File: config.mk
export PLATFORM = sky130hd
export DESIGN_NAME = gamepad_n_flat
export DESIGN_NICKNAME = d
export VERILOG_FILES = /design/src/rtl/gamepad_n_if.sv /design/src/rtl/gamepad_n.sv /design/src/flat_wrapper.sv
export SDC_FILE = /design/constraint.sdc
export NUM_CORES = 1
export LEC_CHECK = 0
export CAP_MARGIN = 10
export CORE_AREA = 3 3 211 213
export DETAILED_ROUTE_END_ITERATION = 16
export DIE_AREA = 0 0 214 216
export DONT_BUFFER_PORTS = 1
export MAX_ROUTING_LAYER = met4
export PLACE_DENSITY_LB_ADDON = 0.1
export SYNTH_ARGS = -nofsm -noshare
export SYNTH_HDL_FRONTEND = slang
export SYNTH_SLANG_ARGS = --single-unit
File: constraint.sdc
create_clock -name clk_i -period 5.8 [get_ports clk_i]
set_clock_uncertainty 0.2 [all_clocks]
set_input_delay 0 -clock clk_i [delete_from_list [all_inputs] [get_ports clk_i]]
set_output_delay 0 -clock clk_i [all_outputs]
set_load 0.1 [all_outputs]
File: src/rtl/gamepad_n_if.sv
// Event stream from the gamepad bridge: head entry, occupancy and consumer pop strobe.
interface gamepad_n_if #(
  parameter int NUM_KEYS   = 6,
  parameter int FIFO_DEPTH = 8
);
  localparam int KEY_W = (NUM_KEYS > 1) ? $clog2(NUM_KEYS) : 1;
  localparam int CNT_W = $clog2(FIFO_DEPTH) + 1;

  logic             valid;
  logic             ready;
  logic [KEY_W-1:0] key;
  logic             press;
  logic [CNT_W-1:0] count;

  modport master (output valid, key, press, count, input ready);
  modport slave  (input valid, key, press, count, output ready);
endinterface

File: src/rtl/gamepad_n.sv
// Remote gamepad bridge: polls a socket-line decoder, debounces keys (GAMEPAD_N_DEBOUNCE_EN),
// queues press/release events and reports LED changes back to the server.
module gamepad_n #(
  parameter int NUM_KEYS        = 6,
  parameter int NUM_LEDS        = 2,
  parameter int POLL_CYCLES     = 100,
  parameter int DEBOUNCE_CYCLES = 4,
  parameter int FIFO_DEPTH      = 8,
  // ASCII strings, right-aligned and zero-padded on the left
  parameter logic [8*32-1:0] SOCK_ADDR  = "tcp://localhost:1080",
  parameter logic [8*16-1:0] SRV_PREFIX = "[gamepad]-"
) (
  input  logic                  clk_i,
  input  logic                  rst_i,
  input  logic [NUM_LEDS-1:0]   led_i,
  output logic [NUM_KEYS-1:0]   key_o,
  output logic                  link_up_o,
  gamepad_n_if.master           evt,
  // socket side: the transport opens SOCK_ADDR once and splits each received line
  input  logic                  sock_open_i,
  output logic [8*32-1:0]       sock_addr_o,
  output logic                  line_req_o,
  input  logic                  line_valid_i,
  input  logic [8*16-1:0]       line_prefix_i,
  input  logic                  line_parse_ok_i,
  input  logic [NUM_KEYS-1:0]   line_mask_i,
  input  logic [NUM_KEYS-1:0]   line_val_i,
  output logic                  tx_valid_o,
  output logic [8*16-1:0]       tx_prefix_o,
  output logic [NUM_LEDS-1:0]   tx_led_o
);
  localparam int KEY_W  = (NUM_KEYS > 1) ? $clog2(NUM_KEYS) : 1;
  localparam int PTR_W  = $clog2(FIFO_DEPTH);
  localparam int CNT_W  = PTR_W + 1;
  localparam int POLL_W = $clog2(POLL_CYCLES);

  if (NUM_KEYS < 1 || NUM_KEYS > 16 || NUM_LEDS < 1 || NUM_LEDS > 8 || POLL_CYCLES < 2 ||
      DEBOUNCE_CYCLES < 1 || FIFO_DEPTH < 2 || (FIFO_DEPTH & (FIFO_DEPTH - 1)) != 0) begin : g_bad_params
    $error("gamepad_n: parameter out of range");
  end

  typedef struct packed {
    logic [KEY_W-1:0] key;
    logic             press;
  } evt_t;

  logic [POLL_W-1:0]   poll_cnt;
  logic                tick;
  logic                line_ok;
  logic [NUM_KEYS-1:0] raw;
  logic [NUM_LEDS-1:0] last_sent;

  assign tick        = sock_open_i && (poll_cnt == POLL_W'(POLL_CYCLES - 1));
  assign line_ok     = line_valid_i && line_parse_ok_i && (line_prefix_i == SRV_PREFIX);
  assign line_req_o  = tick;
  assign tx_valid_o  = tick && (led_i != last_sent);
  assign tx_led_o    = led_i;
  assign tx_prefix_o = SRV_PREFIX;
  assign sock_addr_o = SOCK_ADDR;

  // The poll counter only runs while the socket is open, so a failed open never ticks.
  always_ff @(posedge clk_i or posedge rst_i) begin
    if (rst_i) begin
      poll_cnt  <= '0;
      link_up_o <= 1'b0;
      raw       <= '0;
      last_sent <= '0;
    end else begin
      link_up_o <= sock_open_i;
      if (sock_open_i) poll_cnt <= tick ? '0 : poll_cnt + 1'b1;
      if (tick && line_ok) raw <= (raw & ~line_mask_i) | (line_val_i & line_mask_i);
      if (tx_valid_o) last_sent <= led_i;
    end
  end

`ifdef GAMEPAD_N_DEBOUNCE_EN
  localparam int DB_W = (DEBOUNCE_CYCLES > 1) ? $clog2(DEBOUNCE_CYCLES) : 1;
  logic [DB_W-1:0] db_cnt [NUM_KEYS];

  always_ff @(posedge clk_i or posedge rst_i) begin
    if (rst_i) begin
      key_o <= '0;
      for (int i = 0; i < NUM_KEYS; i++) db_cnt[i] <= '0;
    end else begin
      for (int i = 0; i < NUM_KEYS; i++) begin
        if (raw[i] == key_o[i]) begin
          db_cnt[i] <= '0;
        end else if (db_cnt[i] == DB_W'(DEBOUNCE_CYCLES - 1)) begin
          key_o[i]  <= raw[i];
          db_cnt[i] <= '0;
        end else begin
          db_cnt[i] <= db_cnt[i] + 1'b1;
        end
      end
    end
  end
`else
  always_ff @(posedge clk_i or posedge rst_i) begin
    if (rst_i) key_o <= '0;
    else       key_o <= raw;
  end
`endif

  logic [NUM_KEYS-1:0] rep;
  logic [NUM_KEYS-1:0] pending;
  logic [KEY_W-1:0]    sel;
  logic                push, pop, full;
  logic [PTR_W-1:0]    wr_ptr, rd_ptr;
  logic [CNT_W-1:0]    count;
  evt_t                mem [FIFO_DEPTH];
  evt_t                head;

  assign pending = key_o ^ rep;

  // NOTE: sel gets a value before the loop so no path leaves it unassigned (no latch).
  always_comb begin
    sel = '0;
    for (int i = NUM_KEYS - 1; i >= 0; i--) begin
      if (pending[i]) sel = KEY_W'(i);
    end
  end

  assign full = (count == CNT_W'(FIFO_DEPTH));
  assign pop  = evt.valid && evt.ready;
  assign push = (|pending) && (!full || pop);

  always_ff @(posedge clk_i or posedge rst_i) begin
    if (rst_i) begin
      rep    <= '0;
      wr_ptr <= '0;
      rd_ptr <= '0;
      count  <= '0;
    end else begin
      if (push) begin
        rep[sel] <= key_o[sel];
        wr_ptr   <= wr_ptr + 1'b1;
      end
      if (pop) rd_ptr <= rd_ptr + 1'b1;
      if (push && !pop)      count <= count + 1'b1;
      else if (pop && !push) count <= count - 1'b1;
    end
  end

  // NOTE: the storage array has no reset; occupancy and pointers alone define validity.
  always_ff @(posedge clk_i) begin
    if (push) mem[wr_ptr] <= '{key: sel, press: key_o[sel]};
  end

  assign head      = mem[rd_ptr];
  assign evt.valid = (count != '0);
  assign evt.key   = head.key;
  assign evt.press = head.press;
  assign evt.count = count;
endmodule
File: src/flat_wrapper.sv
// flat-port wrapper written by rule: the top's interface ports become plain ports
module gamepad_n_flat 
#(
  parameter int NUM_KEYS        = 6,
  parameter int NUM_LEDS        = 2,
  parameter int POLL_CYCLES     = 100,
  parameter int DEBOUNCE_CYCLES = 4,
  parameter int FIFO_DEPTH      = 8,
                                                             
  parameter logic [8*32-1:0] SOCK_ADDR  = "                    ",
  parameter logic [8*16-1:0] SRV_PREFIX = "          "
)
  (clk_i, rst_i, led_i, key_o, link_up_o, sock_open_i, sock_addr_o, line_req_o, line_valid_i, line_prefix_i, line_parse_ok_i, line_mask_i, line_val_i, tx_valid_o, tx_prefix_o, tx_led_o, evt_valid, evt_key, evt_press, evt_count, evt_ready);
  gamepad_n_if #(.NUM_KEYS(NUM_KEYS), .FIFO_DEPTH(FIFO_DEPTH)) evt_i ();
  input  logic clk_i;
  input  logic rst_i;
  input  logic [NUM_LEDS-1:0] led_i;
  output logic [NUM_KEYS-1:0] key_o;
  output logic link_up_o;
  input  logic sock_open_i;
  output logic [8*32-1:0] sock_addr_o;
  output logic line_req_o;
  input  logic line_valid_i;
  input  logic [8*16-1:0] line_prefix_i;
  input  logic line_parse_ok_i;
  input  logic [NUM_KEYS-1:0] line_mask_i;
  input  logic [NUM_KEYS-1:0] line_val_i;
  output logic tx_valid_o;
  output logic [8*16-1:0] tx_prefix_o;
  output logic [NUM_LEDS-1:0] tx_led_o;
  output wire logic [$bits(evt_i.valid)-1:0] evt_valid;
  output wire logic [$bits(evt_i.key)-1:0] evt_key;
  output wire logic [$bits(evt_i.press)-1:0] evt_press;
  output wire logic [$bits(evt_i.count)-1:0] evt_count;
  input wire logic [$bits(evt_i.ready)-1:0] evt_ready;
  assign evt_valid = evt_i.valid;
  assign evt_key = evt_i.key;
  assign evt_press = evt_i.press;
  assign evt_count = evt_i.count;
  assign evt_i.ready = evt_ready;
  gamepad_n #(.NUM_KEYS(NUM_KEYS), .NUM_LEDS(NUM_LEDS), .POLL_CYCLES(POLL_CYCLES), .DEBOUNCE_CYCLES(DEBOUNCE_CYCLES), .FIFO_DEPTH(FIFO_DEPTH), .SOCK_ADDR(SOCK_ADDR), .SRV_PREFIX(SRV_PREFIX)) u_core (.clk_i(clk_i), .rst_i(rst_i), .led_i(led_i), .key_o(key_o), .link_up_o(link_up_o), .evt(evt_i), .sock_open_i(sock_open_i), .sock_addr_o(sock_addr_o), .line_req_o(line_req_o), .line_valid_i(line_valid_i), .line_prefix_i(line_prefix_i), .line_parse_ok_i(line_parse_ok_i), .line_mask_i(line_mask_i), .line_val_i(line_val_i), .tx_valid_o(tx_valid_o), .tx_prefix_o(tx_prefix_o), .tx_led_o(tx_led_o));
endmodule
==> results by group, run 1 <==
Global routing
  • Initial antenna violation count: 2
  • Largest net degree at the start of global routing: 39
  • First-pass GRT wire length: 21.47 mm
  • Vias in the first global route: 3072
  • GRT Total Usage: 6.518%
  • GRT overflow: 0

Critical path
  • Worst R2R Setup Slack: 2.21 ns
  • R2R Path End: u_core.evt.count[3]
  • Crit path cell chain: nor3_1, nand3b_1, o41ai_4, inv_1, ha_1, inv_1, ha_1, a21o_1, a21oi_1, xnor2_1, nor2_1, xor2_1
  • Cells on worst reg2reg path: 12
  • Setup CP Type: reg -> reg
  • CP max-delay cell: dfrtp_1
  • Critical path capture point type: flip-flop
  • CP startpoint kind: flip-flop
  • CP peak stage delay: 0.77 ns
  • Req. time, crit path: 5.79 ns
  • WP data arrival: 3.58 ns
  • Worst path bufs/invs: 2
  • Crit-path max FO: 9
  • Cell family with most CP delay: simple AND/OR/NAND/NOR gates
  • Beginning of the worst register-to-register path: u_core.evt.count[2]

Timing
  • Setup TNS: 0 ns
  • Tcrit/Tclk final: 61.81%
  • Final setup vio count: 0
  • Min cycle time layout: 3.585 ns
  • Relative slew slack: 20.09%
  • RSZ-0062 raised after global routing: no
  • Slew Viols, Final: 0
  • Worst setup margin: 2.215 ns
  • FMAX: 278.9 MHz
  • Slew @ Worst Pin: 1.199 ns
  • Fin. Hold Viols: 0

Clock network
  • CTS tree: built
  • CTS buffer count: 9
  • CTS H-tree lvls: 3
  • Clock sink count: 70
  • CTS Root Cell: clkbuf_16
  • Clock latency on the worst-skew pair: 0.34 ns
  • Clock-pin slew on the worst setup and hold paths: 0.07 ns
  • Cts repair resizes: 0
  • Clk buf depth: 2
  • Hold-fix buffers, CTS: 17
  • Post-CTS Setup Bufs: 0

Cells and area
  • Layout cell share with drive strength beyond 1: 9.064%
  • Fin nets: 834
  • Fin area: 6175 µm²
  • Fin util: 14.40%
  • Fillers: 4902
  • P&R area growth vs syn: -2.180%

Placed design
  • Dpl hpwl: 13.82 mm
  • Place WS: 2.110 ns
  • Port Buffers: 0
  • GPL Wtd Cong: 0.7218
  • Post-DP Area: 5669 µm²

Routing
  • Starting DRC count in detailed routing: 95
  • DR WL/cell: 12.81 µm
  • Final Routed Wirelength: 16.29 mm
  • Vias: 3284
  • DRC Markers: 0
  • DR vias/cell: 2.584
  • DRT antenna net count: 0
  • TritonRoute pass-1 iters: 4

Yosys
  • Post-synth EDFFs: 32
  • Post-synthesis xor/xnor area fraction: 2.914%
  • Register area share after synthesis: 30.29%
  • Yosys cell types: 41
  • Largest family of logic cells by synthesized area: buffers and inverters
  • Mean Syn Cell Area: 9.787 µm²
  • Synthesis Warnings: 0
  • Mapped Area: 6312 µm²
  • Synth Instances: 645
  • FF+latch count, synth: 70
  • Asr flop ratio synth: 54.29%
  • Synthesized-area fraction occupied by adder cells: 1.506%
  • Ys flop type: dfrtp_1
  • Post-synthesis compound-gate area fraction: 2.299%
  • Mux contribution to synthesized area: 6.402%
  • Synth Area in Simple Gates: 10.13%

Run status
  • Status: completed

Floorplan
  • Height of the chip: 216 µm
  • Die area: 46220 µm²
  • Die Width: 214 µm
  • Core area: 42890 µm²
  • Initial core utilization: 14.72%
  • Core Rows: 76
  • Top-Level Pins: 552

Power
  • Maximum vdd drop: 0.1924 mV
  • LEAKAGE: 2.958 nW
  • Overall Power: 2.330 mW
  • PwrDens: 377.3 nW/µm²

Worst hold path
  • Tightest Hold Check Type: in -> async

Run
  • Max-Cap Viols: 0
[logic make-up (layout without fill, tap and decap cells)]
| kind of cell | count (synthesis) | count (layout) |
|---|---|---|
| buf+inv | 393 | 50 |
| simple gates | 105 | 105 |
| flops | 70 | 70 |
| mux | 28 | 28 |
| xor+xnor | 21 | 21 |
| compound gates | 19 | 19 |
| fa+ha+maj | 7 | 7 |
| other cells | 2 | 386 |
[report_power, final]
| group | switching [mW] | internal (mW) |
|---|---|---|
| combinational | 1.12 | 0.0327 |
| sequential | 0.0222 | 0.534 |
| clock | 0.238 | 0.383 |
| total | 1.38 | 0.950 |
[worst register-to-register path, stage by stage (launching register included)]
cell and delay (ns):
dfrtp_1 0.77, nor3_1 0.39, nand3b_1 0.35, o41ai_4 0.25
inv_1 0.19, ha_1 0.26, inv_1 0.12, ha_1 0.24
a21o_1 0.17, a21oi_1 0.17, xnor2_1 0.13, nor2_1 0.07
xor2_1 0.14
[cell usage after synthesis (2+ instances only)]
master,count,share of area [%]
o21ai_0,3,0.24
nor3_1,6,0.48
a21oi_1,6,0.48
mux4_2,8,2.9
edfxtp_1,32,15
xnor2_1,15,2.1
nand2b_1,2,0.20
o211ai_1,2,0.24
mux2_2,19,3.4
nor3b_1,2,0.24
inv_1,4,0.24
nor4b_1,15,2.1
nor4_1,22,2.2
buf_4,386,46
nor2_1,12,0.71
xor2_1,6,0.83
o22ai_1,2,0.20
conb_1,2,0.12
nand4_1,15,1.5
ha_1,6,1.2
nand2_1,20,1.2
a2bb2oi_1,2,0.28
dfrtp_1,38,15
nand3_1,3,0.24
[per-layer routing]
metal	vias to the layer above	global-route usage [%]	part of all wire [%]	wire length, µm
li1	1479	-	-	-
met1	1597	7.474	38	6260
met2	197	11.17	54	8780
met3	11	1.873	6.7	1098
met4	0	1.741	0.89	145
met5	-	-	0	0
[area by class of cell]
class	count	area, µm²	area share (%)
flip-flops and latches	70	1912	30.96
diodes	2	5.005	0.08105
well taps	585	732.0	11.85
inverters	4	15.01	0.2432
repair buffers	30	267.8	4.336
clock inverters	7	105.1	1.702
multi-input cells	564	2913	47.17
clock buffers	9	225.2	3.647
[placed cells by master (no fill, tap or decap), types with 9 or more instances in the layout]
master         count
nor4b_1           15
nand2_1           20
conb_1           384
dlygate4sd3_1     17
nand4_1           15
nor2_1            12
nor4_1            22
edfxtp_1          32
buf_4             13
clkbuf_16          9
mux2_2            19
xnor2_1           15
dfrtp_1           38
[metrics by stage]
stage          instances  hold slack, ns
2_1_floorplan       1027         -0.1686
5_1_grt             1271          0.1247
3_3_place_gp        1236         -0.1992
3_5_place_dp        1236         -0.1992
4_1_cts             1269          0.1033
6_report            1271         0.05600
[worst max path at each step]
stage,startpoint,endpoint,slack [ns],cells after the start
floorplan,u_core.evt.count[1],u_core.evt.count[3],2.02,11
global placement,u_core.evt.count[2],u_core.evt.count[3],2.11,12
detailed placement,u_core.evt.count[2],u_core.evt.count[3],2.11,12
CTS,u_core.evt.count[2],u_core.evt.count[3],2.10,12
global route,u_core.evt.count[2],u_core.evt.count[3],1.90,12
finish,u_core.evt.count[2],u_core.evt.count[3],2.21,12
[sequential cells by signal, summed over array words and instances (netlist names), named ones only]
name,flops
u_core.key_o,6
u_core.rd_ptr,3
u_core.wr_ptr,3
u_core.link_up_o,1
u_core.last_sent,2
u_core.mem,32
u_core.rep,6
u_core.poll_cnt,7
u_core.evt.count,4
(Power assumes the default switching activity.)
==> run 2, diff against run 1 <==
clock period = 3.2 ns   (was 5.8 ns; I/O delays follow)
==> run 2 against run 1 <==
Effect of this change:
- combinational power increased by 82%
- die area is the same
- clock-buffer cell count grew 1
- critical endpoint unchanged
- highest routed layer unchanged
==> results by group, run 2 (synthesis results as in run 1) <==
Clock network
  • CTS H-tree lvls: 3
  • CTS buffer count: 9
  • Clock-pin slew on the worst setup and hold paths: 0.06 ns
  • Clock latency on the worst-skew pair: 0.34 ns
  • Clock sink count: 70
  • CTS tree: built
  • Post-CTS Setup Bufs: 0
  • CTS Root Cell: clkbuf_16
  • Clk buf depth: 2

Cells and area
  • Fin nets: 848
  • Largest register FFs: 32
  • Largest Register: u_core.mem
  • Fillers: 4859
  • Biggest regs: u_core.mem x32, u_core.poll_cnt x7
  • Layout cell share with drive strength beyond 1: 13.04%
  • Most frequent cells in the layout: 384 x conb_1, 32 x edfxtp_1, 28 x dfrtp_1
  • Most common cell after layout, fill and taps aside: conb_1
  • Fin util: 14.70%
  • P&R area growth vs syn: -0.1189%

Critical path
  • WP data arrival: 2.93 ns
  • Worst path bufs/invs: 2
  • Crit-path most repeated cell: inv_1
  • CP max-delay cell: dfrtp_4
  • Crit-path max FO: 6
  • Crit path cell chain: xor2_4, or2_4, o41ai_4, inv_1, ha_2, inv_1, ha_1, a21o_1, a21oi_2, xnor2_1, nor2_1, xor2_1
  • CP startpoint kind: flip-flop
  • Worst R2R Setup Slack: 0.28 ns
  • CP peak stage delay: 0.51 ns
  • Cells on worst reg2reg path: 12
  • R2R Path End: u_core.evt.count[3]
  • Cell family with most CP delay: compound AO/OA/AOI/OAI gates
  • Req. time, crit path: 3.22 ns
  • Setup CP Type: reg -> reg
  • Beginning of the worst register-to-register path: u_core.key_o[0]
  • Critical path capture point type: flip-flop

Routing
  • DRT antenna net count: 0
  • DR WL/cell: 12.90 µm
  • DR vias/cell: 2.565
  • TritonRoute pass-1 iters: 4
  • Final Routed Wirelength: 16.59 mm
  • DRC Markers: 0
  • Vias: 3298
  • Starting DRC count in detailed routing: 108

Run status
  • Status: completed

Power
  • LEAKAGE: 3.005 nW
  • PwrDens: 651.4 nW/µm²
  • Maximum vdd drop: 0.3547 mV

Timing
  • Setup TNS: 0 ns
  • Slew Viols, Final: 0
  • RSZ-0062 raised after global routing: no
  • Slew @ Worst Pin: 1.134 ns
  • Fin. Hold Viols: 0
  • Relative slew slack: 24.18%
  • Min cycle time layout: 2.915 ns
  • FMAX: 343.1 MHz
  • Final setup vio count: 0
  • Tcrit/Tclk final: 91.09%

Placed design
  • Dpl hpwl: 14.35 mm
  • GPL Wtd Cong: 0.7629
  • Port Buffers: 0

Global routing
  • GRT Total Usage: 6.705%
  • Largest net degree at the start of global routing: 32
  • First-pass GRT wire length: 22.00 mm
  • Initial antenna violation count: 3
  • Vias in the first global route: 3171
  • GRT overflow: 0

Floorplan
  • Core Rows: 76
  • Die area: 46220 µm²
  • Height of the chip: 216 µm
  • Top-Level Pins: 552
  • Die Width: 214 µm
  • Initial core utilization: 14.72%
  • Core area: 42890 µm²

Worst hold path
  • Tightest Hold Check Type: in -> async

Run
  • Max-Cap Viols: 0
[run 2: how the worst max path moves through the flow]
stage                          from                  end  slack [ns]  cells after the start
floorplan           u_core.key_o[0]  u_core.evt.count[3]        0.01                     12
global placement    u_core.key_o[0]  u_core.evt.count[3]        0.27                     12
detailed placement  u_core.key_o[0]  u_core.evt.count[3]        0.28                     12
CTS                 u_core.key_o[0]  u_core.evt.count[3]        0.25                     12
global route        u_core.key_o[0]  u_core.evt.count[3]        0.13                     12
finish              u_core.key_o[0]  u_core.evt.count[3]        0.28                     12
[run 2: cell type report]
class | instances | area, µm² | share of cell area [%]
well taps | 585 | 732.0 | 11.61
clock buffers | 10 | 239.0 | 3.790
multi-input cells | 564 | 2948 | 46.76
inverters | 4 | 15.01 | 0.2381
repair buffers | 44 | 372.9 | 5.914
clock inverters | 6 | 61.31 | 0.9724
diodes | 3 | 7.507 | 0.1191
flip-flops and latches | 70 | 1929 | 30.60
[run 2: layer usage]
| layer | up-vias | GRT usage (%) | routed length, µm | part of all wire, % |
|---|---|---|---|---|
| met5 | - | - | 0 | 0 |
| met4 | 0 | 1.853 | 188 | 1.1 |
| met3 | 11 | 2.098 | 1078 | 6.5 |
| met2 | 185 | 11.54 | 8910 | 54 |
| met1 | 1592 | 7.522 | 6411 | 39 |
| li1 | 1510 | - | - | - |
[run 2: power by group]
| part | switching [mW] | internal, mW | total (mW) |
|---|---|---|---|
| Combinational | 2.03 | 0.0589 | 2.09 |
| Clock | 0.388 | 0.621 | 1.01 |
| Sequential | 0.0410 | 0.968 | 1.01 |
| Total | 2.46 | 1.65 | 4.11 |
[run 2: repair_timing]
item | 4_1_cts | 5_1_grt
endpoints found under the hold margin | 53 | 0
gates resized for setup | 0 | 0
hold buffers | 17 | 0
[run 2: metrics by stage]
step | setup WS (ns) | cell area, µm² | power, mW | hold WS (ns) | instances
2_1_floorplan | 0.01121 | 7799 | 3.426 | -0.1686 | 1027
3_3_place_gp | 0.2719 | 5827 | 3.076 | -0.1986 | 1250
3_5_place_dp | 0.2812 | 5827 | 3.073 | -0.1986 | 1250
4_1_cts | 0.2460 | 6297 | 4.153 | 0.02400 | 1283
5_1_grt | 0.1257 | 6305 | 4.257 | 0.05737 | 1286
6_report | 0.2850 | 6305 | 4.107 | 0.05769 | 1286
==> run 3, diff against run 2 <==
MAX_ROUTING_LAYER = unset   (was met4)
TNS_END_PERCENT = 20   (was unset)
==> run 3 against run 2 <==
Effect of this change:
- utilization about the same
- sequential power hardly changed
- clock-buffer cell count unchanged
- non-clock buffer count is the same
- register-to-register slack barely moved
- highest routed layer is now met5
==> results by group, run 3 (synthesis results as in run 1) <==
Power
  • Overall Power: 4.108 mW
  • Comb power frac: 50.8%
  • Sequential share of power: 24.5%
  • P_int: 1.648 mW
  • Sw Ratio: 59.88%
  • Maximum vdd drop: 0.3546 mV
  • LEAKAGE: 3.005 nW
  • Clock power frac: 24.6%
  • PwrDens: 652.4 nW/µm²
  • NetSw: 2.460 mW

Worst hold path
  • Tightest Hold Check Type: in -> async

Floorplan
  • Die area: 46220 µm²
  • Core Rows: 76
  • Top-Level Pins: 552
  • Height of the chip: 216 µm
  • Initial core utilization: 14.72%
  • Core area: 42890 µm²
  • Die Width: 214 µm

Routing
  • TritonRoute pass-1 iters: 4
  • DR WL/cell: 12.95 µm
  • Final Routed Wirelength: 16.61 mm
  • DRT antenna net count: 0
  • Starting DRC count in detailed routing: 126
  • DRC Markers: 0
  • DR vias/cell: 2.578
  • Vias: 3308

Timing
  • Relative slew slack: 24.23%
  • Fin. Hold Viols: 0
  • Tcrit/Tclk final: 90.96%
  • RSZ-0062 raised after global routing: no
  • Final setup vio count: 0
  • Worst Hold Slack: 0.05800 ns
  • FMAX: 343.6 MHz
  • Min cycle time layout: 2.911 ns
  • Slew @ Worst Pin: 1.133 ns
  • Worst setup margin: 0.2892 ns
  • Slew Viols, Final: 0
  • Setup TNS: 0 ns

Clock network
  • Cts repair resizes: 0
  • CTS Root Cell: clkbuf_16
  • CTS buffer count: 9
  • Clock latency on the worst-skew pair: 0.34 ns
  • Post-CTS Setup Bufs: 0
  • Clock-pin slew on the worst setup and hold paths: 0.06 ns
  • Clk buf depth: 2
  • Clock sink count: 70
  • CTS tree: built
  • CTS H-tree lvls: 3

Critical path
  • WP data arrival: 2.93 ns
  • CP peak stage delay: 0.51 ns
  • Cell family with most CP delay: compound AO/OA/AOI/OAI gates
  • Worst path bufs/invs: 2
  • Req. time, crit path: 3.22 ns
  • Beginning of the worst register-to-register path: u_core.key_o[0]
  • Crit path cell chain: xor2_4, or2_4, o41ai_4, inv_1, ha_2, inv_1, ha_1, a21o_1, a21oi_2, xnor2_1, nor2_1, xor2_1
  • Crit. Startpoint: u_core.key_o[0]
  • CP startpoint kind: flip-flop
  • Setup CP Type: reg -> reg
  • Crit-path max FO: 6
  • Critical path capture point type: flip-flop
  • Crit-path most repeated cell: inv_1
  • CP max-delay cell: dfrtp_4

Placed design
  • Dpl hpwl: 14.35 mm
  • Place WS: 0.2812 ns
  • GPL Wtd Cong: 0.7531
  • Post-DP Area: 5827 µm²
  • Port Buffers: 0

Global routing
  • Largest net degree at the start of global routing: 32
  • Initial antenna violation count: 2
  • Vias in the first global route: 3180
  • First-pass GRT wire length: 21.98 mm
  • GRT Total Usage: 6.510%
  • GRT overflow: 0

Cells and area
  • Most common cell after layout, fill and taps aside: conb_1
  • Seq. cell area: 1929 µm²
  • Fin nets: 848
  • Most frequent cells in the layout: 384 x conb_1, 32 x edfxtp_1, 28 x dfrtp_1
  • Fin area: 6297 µm²
  • Fillers: 4861
  • Diode count: 0
  • Largest register FFs: 32
  • P&R area growth vs syn: -0.2379%
  • Largest Register: u_core.mem
  • Area occupied by multi-input gates: 2948 µm²
  • Biggest regs: u_core.mem x32, u_core.poll_cnt x7
  • Layout cell share with drive strength beyond 1: 13.04%

Run
  • Max-Cap Viols: 0

Run status
  • Status: completed
## run 3: path summary, 6_finish.rpt
check	depth (start not counted)	end	slack, ns
worst min-delay path	2	u_core.link_up_o	0.06
max in group asynchronous	3	u_core.evt.count[3]	2.08
worst max register to register	12	u_core.evt.count[3]	0.29
worst max-delay path	12	u_core.evt.count[3]	0.29
min in group clk_i	3	u_core.rep[0]	0.06
worst min register to register	0	u_core.key_o[3]	0.18
## run 3: power by group through the flow
stage	Combinational (mW)	Sequential, mW	Clock (mW)
finish	2.09	1.01	1.01
global route	2.13	1.02	1.11
CTS	2.07	1.01	1.07
detailed placement	2.05	1.03	0
global placement	2.05	1.03	0
floorplan	2.41	1.02	0
## run 3: worst register-to-register path: stages (launching register included)
cell	delay, ns
dfrtp_4	0.51
xor2_4	0.21
or2_4	0.27
o41ai_4	0.23
inv_1	0.15
ha_2	0.22
inv_1	0.11
ha_1	0.24
a21o_1	0.19
a21oi_2	0.14
xnor2_1	0.12
nor2_1	0.06
xor2_1	0.13
## run 3: layout make-up
type                       count  area share, %
clock buffer                  10          3.795
sequential                    70          30.64
inverter                       4         0.2384
timing repair buffer          44          5.921
clock inverter                 6         0.9736
multi-input combinational    564          46.81
tap                          585          11.62
## run 3: routing by layer
layer	share of wire (%)	global-route usage [%]	vias up
met3	7.3	2.098	14
met2	53	11.53	193
met5	0.14	0	-
met1	38	7.522	1591
li1	-	-	1506
met4	1.2	1.853	4
## run 3: per-stage QoR
step	util, %	std cells
2_1_floorplan	-	1027
3_3_place_gp	13.59	1250
3_5_place_dp	13.59	1250
4_1_cts	14.68	1283
5_1_grt	14.68	1283
6_report	14.68	1283
## run 3: repair_timing
item                       4_1_cts  5_1_grt
hold buffers                    17        0
setup endpoints to repair        0        0
hold endpoints to repair        53        0
